### src/rtl/instr_decode_unit_if.sv
// Bus between control_unit and instr_decode_unit: fetched word, load/decode strobes and decoded fields.
// ILLEGAL_OPCODE_DETECT_EN adds the sticky illegal_op flag to the bus.
interface instr_decode_unit_if #(
    parameter int INSTR_W = 16,
    parameter int DATA_W  = 16,
    parameter int CNT_W   = 16
);
    logic [INSTR_W-1:0] instr_in;
    logic               inst_wr;
    logic               decoder_en;
    logic [3:0]         opcode;
    logic [3:0]         rd_sel;
    logic [3:0]         ra_sel;
    logic [3:0]         rb_sel;
    logic [DATA_W-1:0]  imm_out;
    logic               decode_valid;
    logic [CNT_W-1:0]   instr_count;
`ifdef ILLEGAL_OPCODE_DETECT_EN
    logic               illegal_op;

    modport master (
        output instr_in, inst_wr, decoder_en,
        input  opcode, rd_sel, ra_sel, rb_sel, imm_out, decode_valid, instr_count, illegal_op
    );
    modport slave (
        input  instr_in, inst_wr, decoder_en,
        output opcode, rd_sel, ra_sel, rb_sel, imm_out, decode_valid, instr_count, illegal_op
    );
`else
    modport master (
        output instr_in, inst_wr, decoder_en,
        input  opcode, rd_sel, ra_sel, rb_sel, imm_out, decode_valid, instr_count
    );
    modport slave (
        input  instr_in, inst_wr, decoder_en,
        output opcode, rd_sel, ra_sel, rb_sel, imm_out, decode_valid, instr_count
    );
`endif
endinterface

### src/rtl/instr_decode_unit.sv
// Instruction register and field decoder feeding control_unit, register file and ALU.
// Optional ILLEGAL_OPCODE_DETECT_EN: sticky flag for opcodes 8-F seen at decode.
module instr_decode_unit #(
    parameter int INSTR_W = 16,
    parameter int DATA_W  = 16,
    parameter int CNT_W   = 16
) (
    input  logic                  clock,
    input  logic                  reset,
    instr_decode_unit_if.slave    bus
);
    logic [INSTR_W-1:0] ir;
    logic [3:0]         rd_q;
    logic [3:0]         ra_q;
    logic [3:0]         rb_q;
    logic [DATA_W-1:0]  imm_q;
    logic               valid_q;
    logic [CNT_W-1:0]   count_q;

    // Decode reads the pre-edge ir, so a same-edge load never leaks into the fields.
    always_ff @(posedge clock) begin
        if (reset) begin
            ir      <= '0;
            rd_q    <= '0;
            ra_q    <= '0;
            rb_q    <= '0;
            imm_q   <= '0;
            valid_q <= 1'b0;
            count_q <= '0;
        end else begin
            valid_q <= bus.decoder_en;
            if (bus.inst_wr) begin
                ir <= bus.instr_in;
            end
            if (bus.decoder_en) begin
                rd_q    <= ir[11:8];
                ra_q    <= ir[7:4];
                rb_q    <= ir[3:0];
                imm_q   <= DATA_W'(ir[7:0]);
                count_q <= count_q + CNT_W'(1);
            end
        end
    end

    assign bus.opcode       = ir[INSTR_W-1 -: 4];
    assign bus.rd_sel       = rd_q;
    assign bus.ra_sel       = ra_q;
    assign bus.rb_sel       = rb_q;
    assign bus.imm_out      = imm_q;
    assign bus.decode_valid = valid_q;
    assign bus.instr_count  = count_q;

`ifdef ILLEGAL_OPCODE_DETECT_EN
    logic illegal_q;

    always_ff @(posedge clock) begin
        if (reset) begin
            illegal_q <= 1'b0;
        end else if (bus.decoder_en && ir[INSTR_W-1]) begin
            illegal_q <= 1'b1;
        end
    end

    assign bus.illegal_op = illegal_q;
`endif

endmodule
### src/flat_wrapper.sv
// flat-port wrapper written by rule: the top's interface ports become plain ports
module instr_decode_unit_flat 
#(
    parameter int INSTR_W = 16,
    parameter int DATA_W  = 16,
    parameter int CNT_W   = 16
)
  (clock, reset, bus_instr_in, bus_inst_wr, bus_decoder_en, bus_opcode, bus_rd_sel, bus_ra_sel, bus_rb_sel, bus_imm_out, bus_decode_valid, bus_instr_count);
  instr_decode_unit_if #(.INSTR_W(INSTR_W), .DATA_W(DATA_W), .CNT_W(CNT_W)) bus_i ();
  input  logic clock;
  input  logic reset;
  input wire logic [$bits(bus_i.instr_in)-1:0] bus_instr_in;
  input wire logic [$bits(bus_i.inst_wr)-1:0] bus_inst_wr;
  input wire logic [$bits(bus_i.decoder_en)-1:0] bus_decoder_en;
  output wire logic [$bits(bus_i.opcode)-1:0] bus_opcode;
  output wire logic [$bits(bus_i.rd_sel)-1:0] bus_rd_sel;
  output wire logic [$bits(bus_i.ra_sel)-1:0] bus_ra_sel;
  output wire logic [$bits(bus_i.rb_sel)-1:0] bus_rb_sel;
  output wire logic [$bits(bus_i.imm_out)-1:0] bus_imm_out;
  output wire logic [$bits(bus_i.decode_valid)-1:0] bus_decode_valid;
  output wire logic [$bits(bus_i.instr_count)-1:0] bus_instr_count;
  assign bus_i.instr_in = bus_instr_in;
  assign bus_i.inst_wr = bus_inst_wr;
  assign bus_i.decoder_en = bus_decoder_en;
  assign bus_opcode = bus_i.opcode;
  assign bus_rd_sel = bus_i.rd_sel;
  assign bus_ra_sel = bus_i.ra_sel;
  assign bus_rb_sel = bus_i.rb_sel;
  assign bus_imm_out = bus_i.imm_out;
  assign bus_decode_valid = bus_i.decode_valid;
  assign bus_instr_count = bus_i.instr_count;
  instr_decode_unit #(.INSTR_W(INSTR_W), .DATA_W(DATA_W), .CNT_W(CNT_W)) u_core (.clock(clock), .reset(reset), .bus(bus_i));
endmodule
### config.mk
export PLATFORM = sky130hd
export DESIGN_NAME = instr_decode_unit_flat
export DESIGN_NICKNAME = d
export VERILOG_FILES = /design/src/rtl/instr_decode_unit_if.sv /design/src/rtl/instr_decode_unit.sv /design/src/flat_wrapper.sv
export SDC_FILE = /design/constraint.sdc
export NUM_CORES = 1
export LEC_CHECK = 0
export ABC_CLOCK_PERIOD_IN_PS = 1900
export CORE_MARGIN = 8
export CORE_UTILIZATION = 40
export CTS_CLUSTER_SIZE = 16
export DETAILED_ROUTE_END_ITERATION = 10
export PLACE_DENSITY = 0.82
export SLEW_MARGIN = 15
export SYNTH_ARGS = -nofsm -noshare
export SYNTH_HDL_FRONTEND = slang
export SYNTH_SLANG_ARGS = --single-unit
### constraint.sdc
create_clock -name clock -period 1.9 [get_ports clock]
set_clock_uncertainty 0.2 [all_clocks]
set_input_delay 0.19 -clock clock [delete_from_list [all_inputs] [get_ports clock]]
set_output_delay 0.19 -clock clock [all_outputs]
set_load 0.02 [all_outputs]
# --- Yosys cells after proc, flatten, opt, wreduce, memory -nomap -nowiden ---
# Index checks and enable logic that the tools add are counted.
word_totals:
  reg_bits: 53
  latchBits: 0
  ram_bits: 0
  rom_bits: 0
  in_bits: 20
  elab_cells: 8
  mem_count: 0
classes:
  add_sub_neg: 1
  mul: 0
  div_mod_pow: 0
  order_cmp: 0
  eq_ne: 0
  shifts: 0
  muxes: 0
  bitwise: 0
  n_reduce_logical: 0
op_table:
  columns: ["cell", "count"]
  rows:
  - ["16-bit by 1-bit adder with 16-bit output, second input constant", 1]

# --- Longest topological paths before layout ---
# Gate-level depths: netlist of run 1.
depth:
  word_depth: 1
  ltp_mapped: 5
  mapped_depth_nobuf: 5

# --- Least setup slack after synthesis of run 1 ---
# No wires, ideal clock.
synth_path:
  path_kind: "register -> register"
  from: "reg u_core.count_q[0], in the netlist u_core.bus.instr_count[0]"
  to: "reg u_core.count_q[12], in the netlist u_core.bus.instr_count[12]"
  setup_ns: 0.114
  t_arrival_ns: 1.632
  required_ns: 1.586
  path_slack_ns: -0.046
  stages_incl_launch_ff: 6
  cell_sequence: "dfxtp_1 > ha_1 > inv_1 > or4_1 > xnor2_1 > and2b_1"
synth_via:
  elab_chain_len: 1
synth_rtl:
  columns: ["item", "line", "rtl"]
  rows:
  - ["from (decl)", "instr_decode_unit.sv:18", "logic [CNT_W-1:0] count_q;"]
  - ["from (signal assigned)", "instr_decode_unit.sv:40", "count_q <= count_q + CNT_W'(1);"]
  - ["16-bit by 1-bit adder with 16-bit output", "instr_decode_unit.sv:40", null]
# Every way passes these cells.
# A chain may end at the register's enable or synchronous reset.

# --- Worst setup path in the final report of run 1 ---
layout_path:
  from: "reg u_core.count_q[4], in the netlist u_core.bus.instr_count[4]"
  to: "out bus_instr_count[4]"
layout_lines:
  columns: ["item", "line", "rtl"]
  rows:
  - ["to (decl)", "flat_wrapper.sv:21", "output wire logic [$bits(bus_i.instr_count)-1:0] bus_instr_count;"]
# No word-level cell between the ends.

==> summary.md, run 1 <==
| Metric | Value |
|---|---|
| Largest net degree at the start of global routing | `21` |
| Multiplexer area fraction after synthesis | `17.13%` |
| Number of port buffers | `60` |
| Depth of the CTS H-tree | `2` |
| Hold violation count in the final report | `0` |
| Slowest-stage cell, CP | `clkdlybuf4s50_1` |
| Synth Area in Adders | `0.6614%` |
| Mapped Area | `1892 µm²` |
| Core Rows | `25` |
| Synth Flop Type | `dfxtp_1` |
| Sequential element share of the synthesized area | `47.62%` |
| GR Util All Layers | `11.38%` |
| Unrepaired setup endpoints after global routing | `false` |
| Commonest non-fill, non-tap cell in the layout | `clkdlybuf4s50_1` |
| Outcome | `finished, final reports clean` |
| Unique masters post-synth | `29` |
| Total CTS buffers | `5` |
| Avg Inst Size Synth | `9.603 µm²` |
| Max-cap viol count | `0` |
| Max incr delay on CP | `0.60 ns` |
| Core Region | `4629 µm²` |
| Fin cells | `310` |
| Layout Nets | `276` |
| P_leak | `1.099 nW` |
| Die area | `7186 µm²` |
| Initial Util | `40.86%` |
| # diodes | `0` |
| Critical path endpoint category | `output port` |
| Final ANT Viol Nets | `0` |
| Most frequent cells in the layout | `59 x clkdlybuf4s50_1, 43 x nor2_1, 43 x dfxtp_1, 29 x mux2i_1, 11 x buf_4` |
| Final setup TNS | `0 ns` |
| HPWL after DPL | `3.135 mm` |
| Drt total wl | `4.081 mm` |
| Die H | `84.77 µm` |
| CTS tree | `built` |
| Bufs on Longest Clock Path | `2` |
| Initial DRC count | `47` |
| Cell total after placement | `301` |
| Setup Buffers After CTS | `0` |
| DR DRC count | `0` |
| DIE WIDTH | `84.77 µm` |
| Number of synthesized flops with an enable pin | `0` |
| Max rail drop VDD | `479.2 µV` |
| Post-synth ARST share | `0%` |
| Reg clk slew, reported paths | `0.08 ns` |
| CP Max Fanout | `4` |
| First-pass GRT wire length | `6.610 mm` |
| YS warnings | `0` |
| Largest family of logic cells by synthesized area | `simple AND/OR/NAND/NOR gates` |
| Worst setup SP type | `flop` |
| Share of layout cells above drive strength 1 | `11.72%` |
| Synth Area in XOR/XNOR | `4.630%` |
| CTS root buf | `clkbuf_8` |
| Post-layout min period | `1.796 ns` |
| Vias in the first global route | `1468` |
| Gp weighted congestion | `0.7388` |
| Routed vias | `1472` |
| Syn-to-layout area delta | `40.08%` |
| Grt total ovfl | `0` |
| Setup CP Type | `flop to output port` |
| 1st-pass router iterations | `4` |
| Synth Area in Compound Gates | `1.257%` |
| Vias per cell | `4.748` |
| Worst Path Arrival | `1.41 ns` |
| Mapped Cells | `197` |
| Final hold slack | `0.2939 ns` |
| Power Dens Cells | `786.6 nW/µm²` |
| Clk sinks | `45` |
| Fmax achieved | `0.5569 GHz` |
| Initial antenna violation count | `0` |
| Worst Hold Class | `flop to flop` |
| # setup viols final | `0` |
| Crit share post-route | `94.51%` |
| Critical Path RT | `1.51 ns` |
| Simple-gate share of the synthesized area | `18.32%` |
| Clk_lat worst skew | `0.30 ns` |
| Final Max Slew Viols | `0` |
| WL per Instance | `13.16 µm` |
| I/O pin count | `69` |
| Worst path cell trace | `buf_4, clkdlybuf4s50_1` |
| Flops & latches, synth | `45` |
-- final cells by class --
class | count | area [µm²]
fill | 400 | 1979
clock buffer | 5 | 68.82
timing repair buffer | 73 | 708.2
clock inverter | 3 | 65.06
inverter | 1 | 3.754
multi-input combinational | 129 | 833.3
sequential | 45 | 903.4
tap | 54 | 67.56
-- worst paths after layout --
path                                          startpoint                                       to  slack, ns  cells after the start
setup / recovery  u_core.bus.instr_count[4]$_SDFFE_PP0P_                       bus_instr_count[4]       0.10                      2
setup reg to reg  u_core.bus.instr_count[5]$_SDFFE_PP0P_  u_core.bus.instr_count[12]$_SDFFE_PP0P_       0.15                      4
hold / removal                 u_core.ir[1]$_SDFFE_PP0P_                u_core.ir[1]$_SDFFE_PP0P_       0.29                      2
hold reg to reg                u_core.ir[1]$_SDFFE_PP0P_                u_core.ir[1]$_SDFFE_PP0P_       0.29                      2
-- power by group --
part           switching (W)  internal (W)
Combinational       0.000119      0.000125
Sequential         0.0000219      0.000978
Clock               0.000319      0.000522
Total               0.000460       0.00162
-- registers in the layout, indices dropped and copies added, names as in the netlist --
name / flops
u_core.bus.instr_count: 16
u_core.ir: 16
u_core.bus.ra_sel: 4
u_core.bus.rd_sel: 4
u_core.bus.rb_sel: 3
u_core.bus.decode_valid: 1
u_core.bus.imm_out: 1
-- kinds of logic (layout without fill, tap and decap cells) --
| group | Yosys count | after routing |
|---|---|---|
| multiplexers | 32 | 32 |
| flip-flops | 45 | 45 |
| XOR/XNOR | 10 | 10 |
| AND/OR/NAND/NOR | 74 | 74 |
| AO/OA/AOI/OAI | 4 | 4 |
| buffers and inverters | 30 | 82 |
| other | 1 | 8 |
| adder cells (fa/ha/maj) | 1 | 1 |
-- repair_timing --
action	4_1_cts	5_1_grt
gates resized for setup	0	1
hold endpoints to repair	1	0
hold buffers	1	0
endpoints found under the setup margin	0	1
-- Yosys cell counts, types with 2 or more instances --
cell,instances,share of area (%)
nor2_1,43,8.5
buf_2,4,1.1
xnor2_1,4,1.9
nor3_1,3,0.79
mux2i_1,29,15
buf_4,20,7.9
nand2_1,5,0.99
nand3_1,5,1.3
and4_1,2,0.93
dfxtp_1,45,48
nor2b_1,4,1.3
clkbuf_1,4,0.79
nand4_1,5,1.7
mux2_2,3,1.8
xor2_1,6,2.8
a21oi_1,2,0.53
-- per-stage QoR --
| stage | setup slack [ns] | total power (W) | cell area (µm²) | util (%) |
|---|---|---|---|---|
| after floorplan | 0.07458 | 0.001177 | 1923 | - |
| after CTS | 0.08069 | 0.002109 | 2644 | 57.11 |
| final | 0.1042 | 0.002084 | 2650 | 57.24 |
| after global placement | -0.02186 | 0.001263 | 2500 | 54.00 |
| after detailed placement | -0.08011 | 0.001267 | 2500 | 54.00 |
| after global routing | 0.03698 | 0.002163 | 2650 | 57.24 |
-- worst max-delay path, delay by kind of cell (launching register included) --
kind,cells,cell delay (ns)
buffers and inverters,2,0.74
DFF,1,0.37
-- routing by layer --
| metal | share of wire (%) | up-vias | track usage [%] |
|---|---|---|---|
| li1 | - | 740 | - |
| met1 | 40 | 676 | 10.94 |
| met2 | 50 | 49 | 20.26 |
| met3 | 9.0 | 7 | 5.171 |
| met4 | 1.6 | 0 | 5.340 |
| met5 | 0 | - | 0 |
No activity file was read; power rests on OpenSTA's default activity.
==> run 2, diff against run 1 <==
--- a/config.mk
+++ b/config.mk
@@ -11,6 +11,7 @@
 export CTS_CLUSTER_SIZE = 16
 export DETAILED_ROUTE_END_ITERATION = 10
 export PLACE_DENSITY = 0.82
+export RECOVER_POWER = 50
 export SLEW_MARGIN = 15
 export SYNTH_ARGS = -nofsm -noshare
 export SYNTH_HDL_FRONTEND = slang
==> run 2 against run 1 <==
- global-route usage is the same
- via count shrank 0.82%
- clock power is essentially flat
- non-clock buffer count is the same
- final cell count is the same
- largest power group unchanged
==> summary.md, run 2 (synthesis results as in run 1) <==
| Metric | Value |
|---|---|
| RR Startpoint | `u_core.bus.instr_count[5]$_SDFFE_PP0P_ (unchanged)` |
| Vias per cell | `4.710 (was 4.748)` |
| WHS Endpoint | `u_core.ir[1]$_SDFFE_PP0P_ (unchanged)` |
| Max incr delay on CP | `0.60 ns (about the same)` |
| P_leak | `1.099 nW (about the same)` |
| Initial DRC count | `53 (was 47)` |
| First-pass GRT wire length | `6.610 mm (unchanged)` |
| Unrepaired setup endpoints after global routing | `false (unchanged)` |
| Worst r2r dst | `u_core.bus.instr_count[12]$_SDFFE_PP0P_ (unchanged)` |
| Fmax achieved | `0.5569 GHz (about the same)` |
| Share of layout cells above drive strength 1 | `11.33% (was 11.72%)` |
| Die area | `7186 µm² (unchanged)` |
| HPWL after DPL | `3.135 mm (unchanged)` |
| Hold path depth | `2 (unchanged)` |
| Core Rows | `25 (unchanged)` |
| CP Max Fanout | `4 (unchanged)` |
| # setup viols final | `0 (unchanged)` |
| Depth of the CTS H-tree | `2 (unchanged)` |
| Worst Hold Class | `flop to flop (unchanged)` |
| Gp weighted congestion | `0.7388 (unchanged)` |
| Drt total wl | `4.066 mm (was 4.081 mm)` |
| Die H | `84.77 µm (unchanged)` |
| CTS root buf | `clkbuf_8 (unchanged)` |
| Final hold slack | `0.2939 ns (about the same)` |
| Clk_lat worst skew | `0.30 ns (about the same)` |
| Grt total ovfl | `0 (unchanged)` |
| Routed vias | `1460 (was 1472)` |
| DR DRC count | `0 (unchanged)` |
| Largest net degree at the start of global routing | `21 (unchanged)` |
| Hold violation count in the final report | `0 (unchanged)` |
| Power Dens Cells | `787.2 nW/µm² (was 786.6 nW/µm²)` |
| Fin area | `2644 µm² (was 2650 µm²)` |
| Fill cells | `403 (was 400)` |
| Worst R2R Path Depth | `4 (unchanged)` |
| Reg clk slew, reported paths | `0.08 ns (about the same)` |
| Setup CP Type | `flop to output port (unchanged)` |
| WL per Instance | `13.12 µm (was 13.16 µm)` |
| GR Util All Layers | `11.38% (unchanged)` |
| Worst setup SP type | `flop (unchanged)` |
| Final Max Slew Viols | `0 (unchanged)` |
| Final Core Density | `57.11% (was 57.24%)` |
| Max-cap viol count | `0 (unchanged)` |
| Final ANT Viol Nets | `0 (unchanged)` |
| Layout Nets | `276 (unchanged)` |
| Number of port buffers | `60 (unchanged)` |
| Clk sinks | `45 (unchanged)` |
| Max rail drop VDD | `479.2 µV (about the same)` |
| Most frequent cells in the layout | `57 x clkdlybuf4s50_1, 43 x nor2_1, 43 x dfxtp_1, 29 x mux2i_1, 9 x buf_4 (was 59 x clkdlybuf4s50_1, 43 x nor2_1, 43 x dfxtp_1, 29 x mux2i_1, 11 x buf_4)` |
| Vias in the first global route | `1468 (unchanged)` |
| Core Region | `4629 µm² (unchanged)` |
| Commonest non-fill, non-tap cell in the layout | `clkdlybuf4s50_1 (unchanged)` |
| Worst Path Arrival | `1.41 ns (about the same)` |
| Syn-to-layout area delta | `39.75% (was 40.08%)` |
| Slowest-stage cell, CP | `clkdlybuf4s50_1 (unchanged)` |
| Hold_sp | `u_core.ir[1]$_SDFFE_PP0P_ (unchanged)` |
| 1st-pass router iterations | `4 (unchanged)` |
| Crit share post-route | `94.51% (about the same)` |
| Bufs on Longest Clock Path | `2 (unchanged)` |
| Outcome | `finished, final reports clean (unchanged)` |
| # diodes | `0 (unchanged)` |
| Placed Area | `2500 µm² (unchanged)` |
| CTS tree | `built (unchanged)` |
| Total CTS buffers | `5 (unchanged)` |
| Worst path cell trace | `buf_4, clkdlybuf4s50_1 (unchanged)` |
| Critical Path RT | `1.51 ns (about the same)` |
| DIE WIDTH | `84.77 µm (unchanged)` |
| Critical path endpoint category | `output port (unchanged)` |
| Setup Buffers After CTS | `0 (unchanged)` |
| I/O pin count | `69 (unchanged)` |
| Initial Util | `40.86% (unchanged)` |
| Post-layout min period | `1.796 ns (about the same)` |
| FF-to-FF setup slack | `0.15 ns (about the same)` |
| Initial antenna violation count | `0 (unchanged)` |
[run 2: cell types whose count changed in the layout (fill, tap and decap cells not counted)]
cell,before,now
buf_2,1,0
buf_4,11,9
dlygate4sd3_1,1,3
clkbuf_2,0,2
clkbuf_1,0,1
clkdlybuf4s50_1,59,57
[run 2: area by class of cell]
type	count	area (µm²)	area share, %
flip-flops and latches	45	903.4	34.17
multi-input cells	129	833.3	31.52
repair buffers	73	701.9	26.55
clock buffers	5	68.82	2.603
well taps	54	67.56	2.556
clock inverters	3	65.06	2.461
inverters	1	3.754	0.1420
[run 2: power breakdown]
part / internal, W / switching, W
clock: 0.000522 / 0.000319
combinational: 0.000122 / 0.000119
sequential: 0.000978 / 0.0000218
total: 0.00162 / 0.000459
[run 2: worst max-delay path by stage]
stage / slack, ns / start / endpoint / depth (start not counted)
after floorplan: 0.07 / u_core.bus.instr_count[3]$_SDFFE_PP0P_ / u_core.bus.instr_count[12]$_SDFFE_PP0P_ / 4
after detailed placement: -0.08 / bus_decoder_en / u_core.bus.instr_count[13]$_SDFFE_PP0P_ / 6
after CTS: 0.08 / u_core.bus.instr_count[4]$_SDFFE_PP0P_ / bus_instr_count[4] / 2
after global placement: -0.02 / bus_decoder_en / u_core.bus.instr_count[13]$_SDFFE_PP0P_ / 6
after global routing: 0.04 / u_core.bus.instr_count[8]$_SDFFE_PP0P_ / u_core.bus.instr_count[14]$_SDFFE_PP0P_ / 5
final: 0.10 / u_core.bus.instr_count[4]$_SDFFE_PP0P_ / bus_instr_count[4] / 2
[run 2: metrics by stage]
stage	power [W]	cells	setup WS, ns	setup TNS (ns)
5_1_grt	0.002160	310	0.03698	0
6_report	0.002081	310	0.1044	0
3_3_place_gp	0.001263	301	-0.02186	-0.02876
2_1_floorplan	0.001177	204	0.07458	0
3_5_place_dp	0.001267	301	-0.08011	-0.09648
4_1_cts	0.002109	310	0.08069	0
[run 2: metal layers]
| metal | up-vias | GRT usage, % | wire [µm] |
|---|---|---|---|
| li1 | 740 | - | - |
| met1 | 670 | 10.94 | 1628 |
| met2 | 43 | 20.26 | 2022 |
| met3 | 7 | 5.171 | 348 |
| met4 | 0 | 5.340 | 65 |
| met5 | - | 0 | 0 |
[run 2: worst max-delay path: cells and delay by family, from the launching register on]
family	cells	cell delay [ns]
buf+inv	2	0.74
flops	1	0.37
[run 2: repair_timing]
action / CTS / global route
endpoints found under the hold margin: 1 / 0
resized for setup: 0 / 1
hold buffers: 1 / 0
endpoints found under the setup margin: 0 / 1
